$ cat config.mk
export PLATFORM = sky130hd
export DESIGN_NAME = half_adder_design_flat
export DESIGN_NICKNAME = d
export VERILOG_FILES = /design/src/rtl/half_adder_design_if.sv /design/src/rtl/half_adder_design.sv /design/src/flat_wrapper.sv
export SDC_FILE = /design/constraint.sdc
export NUM_CORES = 1
export LEC_CHECK = 0
export ABC_AREA = 1
export CORE_MARGIN = 2
export CORE_UTILIZATION = 52
export DETAILED_ROUTE_END_ITERATION = 8
export GPL_ROUTABILITY_DRIVEN = 1
export PLACE_DENSITY = 0.8
export SKIP_LAST_GASP = 1
export SLEW_MARGIN = 15
export SYNTH_ARGS = -nofsm -noshare
export SYNTH_HDL_FRONTEND = slang
export SYNTH_SLANG_ARGS = --single-unit
export TNS_END_PERCENT = 50
$ cat constraint.sdc
create_clock -name clk -period 2.3 [get_ports clk]
set_clock_uncertainty 0.15 [all_clocks]
set_input_delay 0.46 -clock clk [delete_from_list [all_inputs] [get_ports clk]]
set_output_delay 0.46 -clock clk [all_outputs]
set_load 0.005 [all_outputs]
$ cat src/rtl/half_adder_design_if.sv
// Bus bundle for half_adder_design: operands, qualifiers, results and usage counters.
// The master modport drives operands; the slave modport is the adder itself.
interface half_adder_design_if #(
    parameter int WIDTH = 1,
    parameter int CNT_W = 16
);
    logic [WIDTH-1:0] a;
    logic [WIDTH-1:0] b;
    logic             in_valid;
    logic             cnt_clr;
    logic [WIDTH-1:0] sum;
    logic [WIDTH-1:0] carry;
    logic             out_valid;
    logic [CNT_W-1:0] op_count;
    logic [CNT_W-1:0] carry_count;

    modport master (
        output a, b, in_valid, cnt_clr,
        input  sum, carry, out_valid, op_count, carry_count
    );

    modport slave (
        input  a, b, in_valid, cnt_clr,
        output sum, carry, out_valid, op_count, carry_count
    );
endinterface

$ cat src/rtl/half_adder_design.sv
// Bit-parallel half adder (independent lanes) with optional output register stage
// and saturating operation / carry-event counters.
module half_adder_design #(
    parameter int WIDTH      = 1,
    parameter int CNT_W      = 16,
    parameter int REGISTERED = 1
) (
    input logic               clk,
    input logic               rst_n,
    half_adder_design_if.slave bus
);
    localparam logic [CNT_W-1:0] CNT_MAX = '1;

    logic [WIDTH-1:0] w_sum;
    logic [WIDTH-1:0] w_carry;
    logic             w_accept;
    logic             w_any_carry;

    assign w_sum       = bus.a ^ bus.b;
    assign w_carry     = bus.a & bus.b;
    assign w_accept    = bus.in_valid;
    assign w_any_carry = |w_carry;

    generate
        if (REGISTERED != 0) begin : g_reg
            logic [WIDTH-1:0] r_sum;
            logic [WIDTH-1:0] r_carry;
            logic             r_out_valid;

            // NOTE: sequential state uses non-blocking assignments so every register
            // samples the pre-edge values regardless of statement order.
            always_ff @(posedge clk or negedge rst_n) begin
                if (!rst_n) begin
                    r_sum       <= '0;
                    r_carry     <= '0;
                    r_out_valid <= 1'b0;
                end else begin
                    r_out_valid <= w_accept;
                    if (w_accept) begin
                        r_sum   <= w_sum;
                        r_carry <= w_carry;
                    end
                end
            end

            assign bus.sum       = r_sum;
            assign bus.carry     = r_carry;
            assign bus.out_valid = r_out_valid;
        end else begin : g_comb
            // Reset still forces the outputs low so both build options look alike in reset.
            assign bus.sum       = rst_n ? w_sum   : '0;
            assign bus.carry     = rst_n ? w_carry : '0;
            assign bus.out_valid = rst_n & bus.in_valid;
        end
    endgenerate

    logic [CNT_W-1:0] r_op_count;
    logic [CNT_W-1:0] r_carry_count;

    // Clear beats increment; idle cycles never look at a/b, so X there is harmless.
    always_ff @(posedge clk or negedge rst_n) begin
        if (!rst_n) begin
            r_op_count    <= '0;
            r_carry_count <= '0;
        end else if (bus.cnt_clr) begin
            r_op_count    <= '0;
            r_carry_count <= '0;
        end else if (w_accept) begin
            if (r_op_count != CNT_MAX) begin
                r_op_count <= r_op_count + CNT_W'(1);
            end
            if (w_any_carry && (r_carry_count != CNT_MAX)) begin
                r_carry_count <= r_carry_count + CNT_W'(1);
            end
        end
    end

    assign bus.op_count    = r_op_count;
    assign bus.carry_count = r_carry_count;
endmodule

$ cat src/flat_wrapper.sv
// flat-port wrapper written by rule: the top's interface ports become plain ports
module half_adder_design_flat 
#(
    parameter int WIDTH      = 1,
    parameter int CNT_W      = 16,
    parameter int REGISTERED = 1
)
  (clk, rst_n, bus_a, bus_b, bus_in_valid, bus_cnt_clr, bus_sum, bus_carry, bus_out_valid, bus_op_count, bus_carry_count);
  half_adder_design_if #(.WIDTH(WIDTH), .CNT_W(CNT_W)) bus_i ();
  input logic clk;
  input logic rst_n;
  input wire logic [$bits(bus_i.a)-1:0] bus_a;
  input wire logic [$bits(bus_i.b)-1:0] bus_b;
  input wire logic [$bits(bus_i.in_valid)-1:0] bus_in_valid;
  input wire logic [$bits(bus_i.cnt_clr)-1:0] bus_cnt_clr;
  output wire logic [$bits(bus_i.sum)-1:0] bus_sum;
  output wire logic [$bits(bus_i.carry)-1:0] bus_carry;
  output wire logic [$bits(bus_i.out_valid)-1:0] bus_out_valid;
  output wire logic [$bits(bus_i.op_count)-1:0] bus_op_count;
  output wire logic [$bits(bus_i.carry_count)-1:0] bus_carry_count;
  assign bus_i.a = bus_a;
  assign bus_i.b = bus_b;
  assign bus_i.in_valid = bus_in_valid;
  assign bus_i.cnt_clr = bus_cnt_clr;
  assign bus_sum = bus_i.sum;
  assign bus_carry = bus_i.carry;
  assign bus_out_valid = bus_i.out_valid;
  assign bus_op_count = bus_i.op_count;
  assign bus_carry_count = bus_i.carry_count;
  half_adder_design #(.WIDTH(WIDTH), .CNT_W(CNT_W), .REGISTERED(REGISTERED)) u_core (.clk(clk), .rst_n(rst_n), .bus(bus_i));
endmodule
==> metrics.md <==
| Metric | Value |
|---|---|
| Status | complete, no violations |
| Leak | 1.22 nW |
| Synth warn | 0 |
| Setup TNS | 0 ps |
| Post-synthesis adder-cell area fraction | 1.77% |
| First-pass GRT wire length | 8290 µm |
| Seq/Total Area, Yosys | roughly 41% |
| Ys async rst share | 100% |
| N_diodes | 0 |
| Buf+Inv Stages, Crit Path | 2 |
| Fmax | roughly 0.5 GHz |
| Post-Route Utilization | 67.6% |
| Final nets | around 350 |
| Post-Synthesis Cells | 290 |
| Clk Latency, worst-skew pair | 290 ps |
| Synth Area in Compound Gates | 4.01% |
| Synth cell types | 23 |
| # hold bufs at CTS | 0 |
| Critical Path RT | about 2400 ps |
| Largest net degree at the start of global routing | 36 |
| GRT Total Usage | around a quarter |
| Most frequent cell after synthesis | nand2_1 |
| Largest cells by area after synthesis | dfrtp_1 41%, nand2_1 21%, nand4_1 5.6% |
| Standard-cell rows | 23 |
| Area growth from synthesis to layout | 26.6% |
| Final setup margin | roughly 330 ps |
| PD cells | 441 nW/µm² |
| Wirelength per Cell | 12.2 µm |
| XOR/XNOR Fraction of Synth Area | slightly above 6% |
| Vias | 2,004 |
| Worst Setup End Kind | flop |
| Routed wire length | 4720 µm |
| I/O pins | between 40 and 50 |
| Placed cell count | 380 |
| Mapped cell area | 2120 µm² |
| Die Area | 4600 µm² |
| Post-Synth Simple-Gate Area | 41.4% |
| Routed Antenna Nets | 0 |
| Critical Path Start Type | flop |
| IO Port Bufs | 40 |
| Postcts setup bufs | 0 |
| Hold Crit Class | reg -> reg |
| Crit path DAT | between 2000 and 2500 ps |
| DR iter-0 viols | roughly 160 |
| Most common library cells after synthesis | 118 x nand2_1, 35 x dfrtp_1, 29 x nor2_1 |
| Biggest area consumer among synthesized cells | dfrtp_1 |
| Critical-path cell with the highest stage delay | dfrtp_1 |
| Main combinational cell family by area after synthesis | simple AND/OR/NAND/NOR gates |
| Yosys reg bits | 35 |
| Initial Util | about 53% |
| Fin. Hold Viols | 0 |
| Clock transition at the registers of the reported paths | around 70 ps |
| CTS Buffer Depth | 2 |
| Root Driver | clkbuf_8 |
| CTS resizes | 0 |
| Max_slew headroom | 70.8% |
| Pre-CTS WS | 298 ps |
| CTS tree | yes |
| Die width | about 68 µm |
| Post-synth top flop | dfrtp_1 |
| Antenna violations before repair | 0 |
| Top cell type's share of synthesized area | 41.3% |
| Total gr overflow | 0 |
| Post-synth EDFFs | 0 |
| Pins over their slew limit | 0 |
| Design area | ~2700 µm² |
| Setup-failing EPs final | 0 |
| CP cell instances | ha_1, nand3_2, inv_2, nand2_2, nor2_4, nor2_4, buf_12, nor2_8, nand2_1, nand2_1 |
| Worst-path fanout max | 17 |
| Peak VDD IR | 261 µV |
| Critical Path Max Stage Delay | 430 ps |
| Core area | 3970 µm² |
| DR vias/cell | about 5.2 |
| CP top delay family | simple AND/OR/NAND/NOR gates |
| RSZ-0062 raised after global routing | false |
| Post-Place Cell Area | 2600 µm² |
| First-pass iteration count of the detailed router | 5 |
| Tcrit/Tclk final | 85.8% |
| Layout cell share with drive strength beyond 1 | 6.53% |
| Kind of critical path | reg -> reg |
| Chip height | 67.8 µm |
| RePlAce Congestion | 0.925 |
| DP Wirelength | 3490 µm |
| Syn_area_per_cell | 7.31 µm² |
| Residual DRC | 0 |
| Worst Tran Pin Value | 438 ps |
| CTS H-tree lvls | 2 |
| Non-Filler Instances | 387 |
| Post-synthesis net count | 299 |
| CTS Buf Count | 5 |
| # Max-Cap Violations | 0 |
| Vias in the first global route | 1,851 |
| Mux contribution to synthesized area | 0% |
| Sink Count | 35 |
| Clock period minus worst slack | 1970 ps |
cell usage in the layout, fill, tap and decap left out:
| cell | n |
|---|---|
| nand2_1 | 118 |
| clkdlybuf4s50_1 | 40 |
| dfrtp_1 | 35 |
| nor2_1 | 29 |
| inv_1 | 19 |
| nand4_1 | 19 |
| nand3_1 | 17 |
| xor2_1 | 13 |
| o21ai_0 | 9 |
| clkbuf_8 | 6 |
| nand3b_1 | 4 |
| o21bai_1 | 4 |
| buf_4 | 4 |
| ha_1 | 3 |
| nor2_2 | 2 |
| nand2_2 | 2 |
| o21ai_1 | 2 |
| nand3_2 | 2 |
| nor2_4 | 2 |
| xnor2_1 | 2 |
| inv_2 | 1 |
| nor2_8 | 1 |
| nor3_1 | 1 |
| clkinv_2 | 1 |
| buf_12 | 1 |
state kept, by name, summed over array words and instances (netlist names):
register / flops
u_core.bus.out_valid: 1
u_core.bus.op_count: 16
u_core.bus.carry: 1
u_core.bus.sum: 1
u_core.bus.carry_count: 16
cells by family (layout without fill, tap and decap cells):
| kind of cell | Yosys count | count (layout) |
|---|---|---|
| simple gates | 197 | 197 |
| flops | 35 | 35 |
| buf+inv | 25 | 72 |
| compound gates | 15 | 15 |
| xor+xnor | 15 | 15 |
| fa+ha+maj | 3 | 3 |
worst reg2reg max path, cell delays in order, from the launching register on:
cell and delay [ps]:
dfrtp_1 430, ha_1 290, nand3_2 160, inv_2 110, nand2_2 70, nor2_4 130
nor2_4 40, buf_12 150, nor2_8 210, nand2_1 90, nand2_1 80
per-stage QoR:
stage / hold WS (ps) / power, mW
6_report: 319 / 1.18
5_1_grt: 368 / 1.23
4_1_cts: 326 / 1.20
3_5_place_dp: 309 / 0.739
3_3_place_gp: 311 / 0.738
2_1_floorplan: 14.4 / 0.683
power breakdown:
part	total (mW)	internal, mW	switching (mW)
clock	0.457	0.235	0.222
combinational	0.0934	0.0401	0.0533
sequential	0.632	0.624	0.00786
total	1.18	0.899	0.283
final timing paths:
check                                                from                          to  slack [ps]  cells past startpoint
worst max-delay path            u_core.bus.carry_count[0]  u_core.bus.carry_count[15]         330                     10
max in group asynchronous                           rst_n   u_core.bus.carry_count[1]        1250                      2
worst min-delay path                       u_core.bus.sum              u_core.bus.sum         320                      2
worst max register to register  u_core.bus.carry_count[0]  u_core.bus.carry_count[15]         330                     10
worst min register to register             u_core.bus.sum              u_core.bus.sum         320                      2
min in group asynchronous                           rst_n   u_core.bus.carry_count[3]         430                      2
cell type report:
cell class	count	area, µm²
multi-input cells	230	1130
fillers	352	1290
inverters	20	75.1
well taps	50	62.6
clock inverters	1	5.00
clock buffers	6	82.6
repair buffers	45	450
flip-flops and latches	35	876
metal layers:
metal	wire, µm	GRT usage, %
met5	0	0
met4	46	6.75
met3	257	6.09
met2	2130	36.5
met1	2280	33.4
No activity file was read; power rests on OpenSTA's default activity.
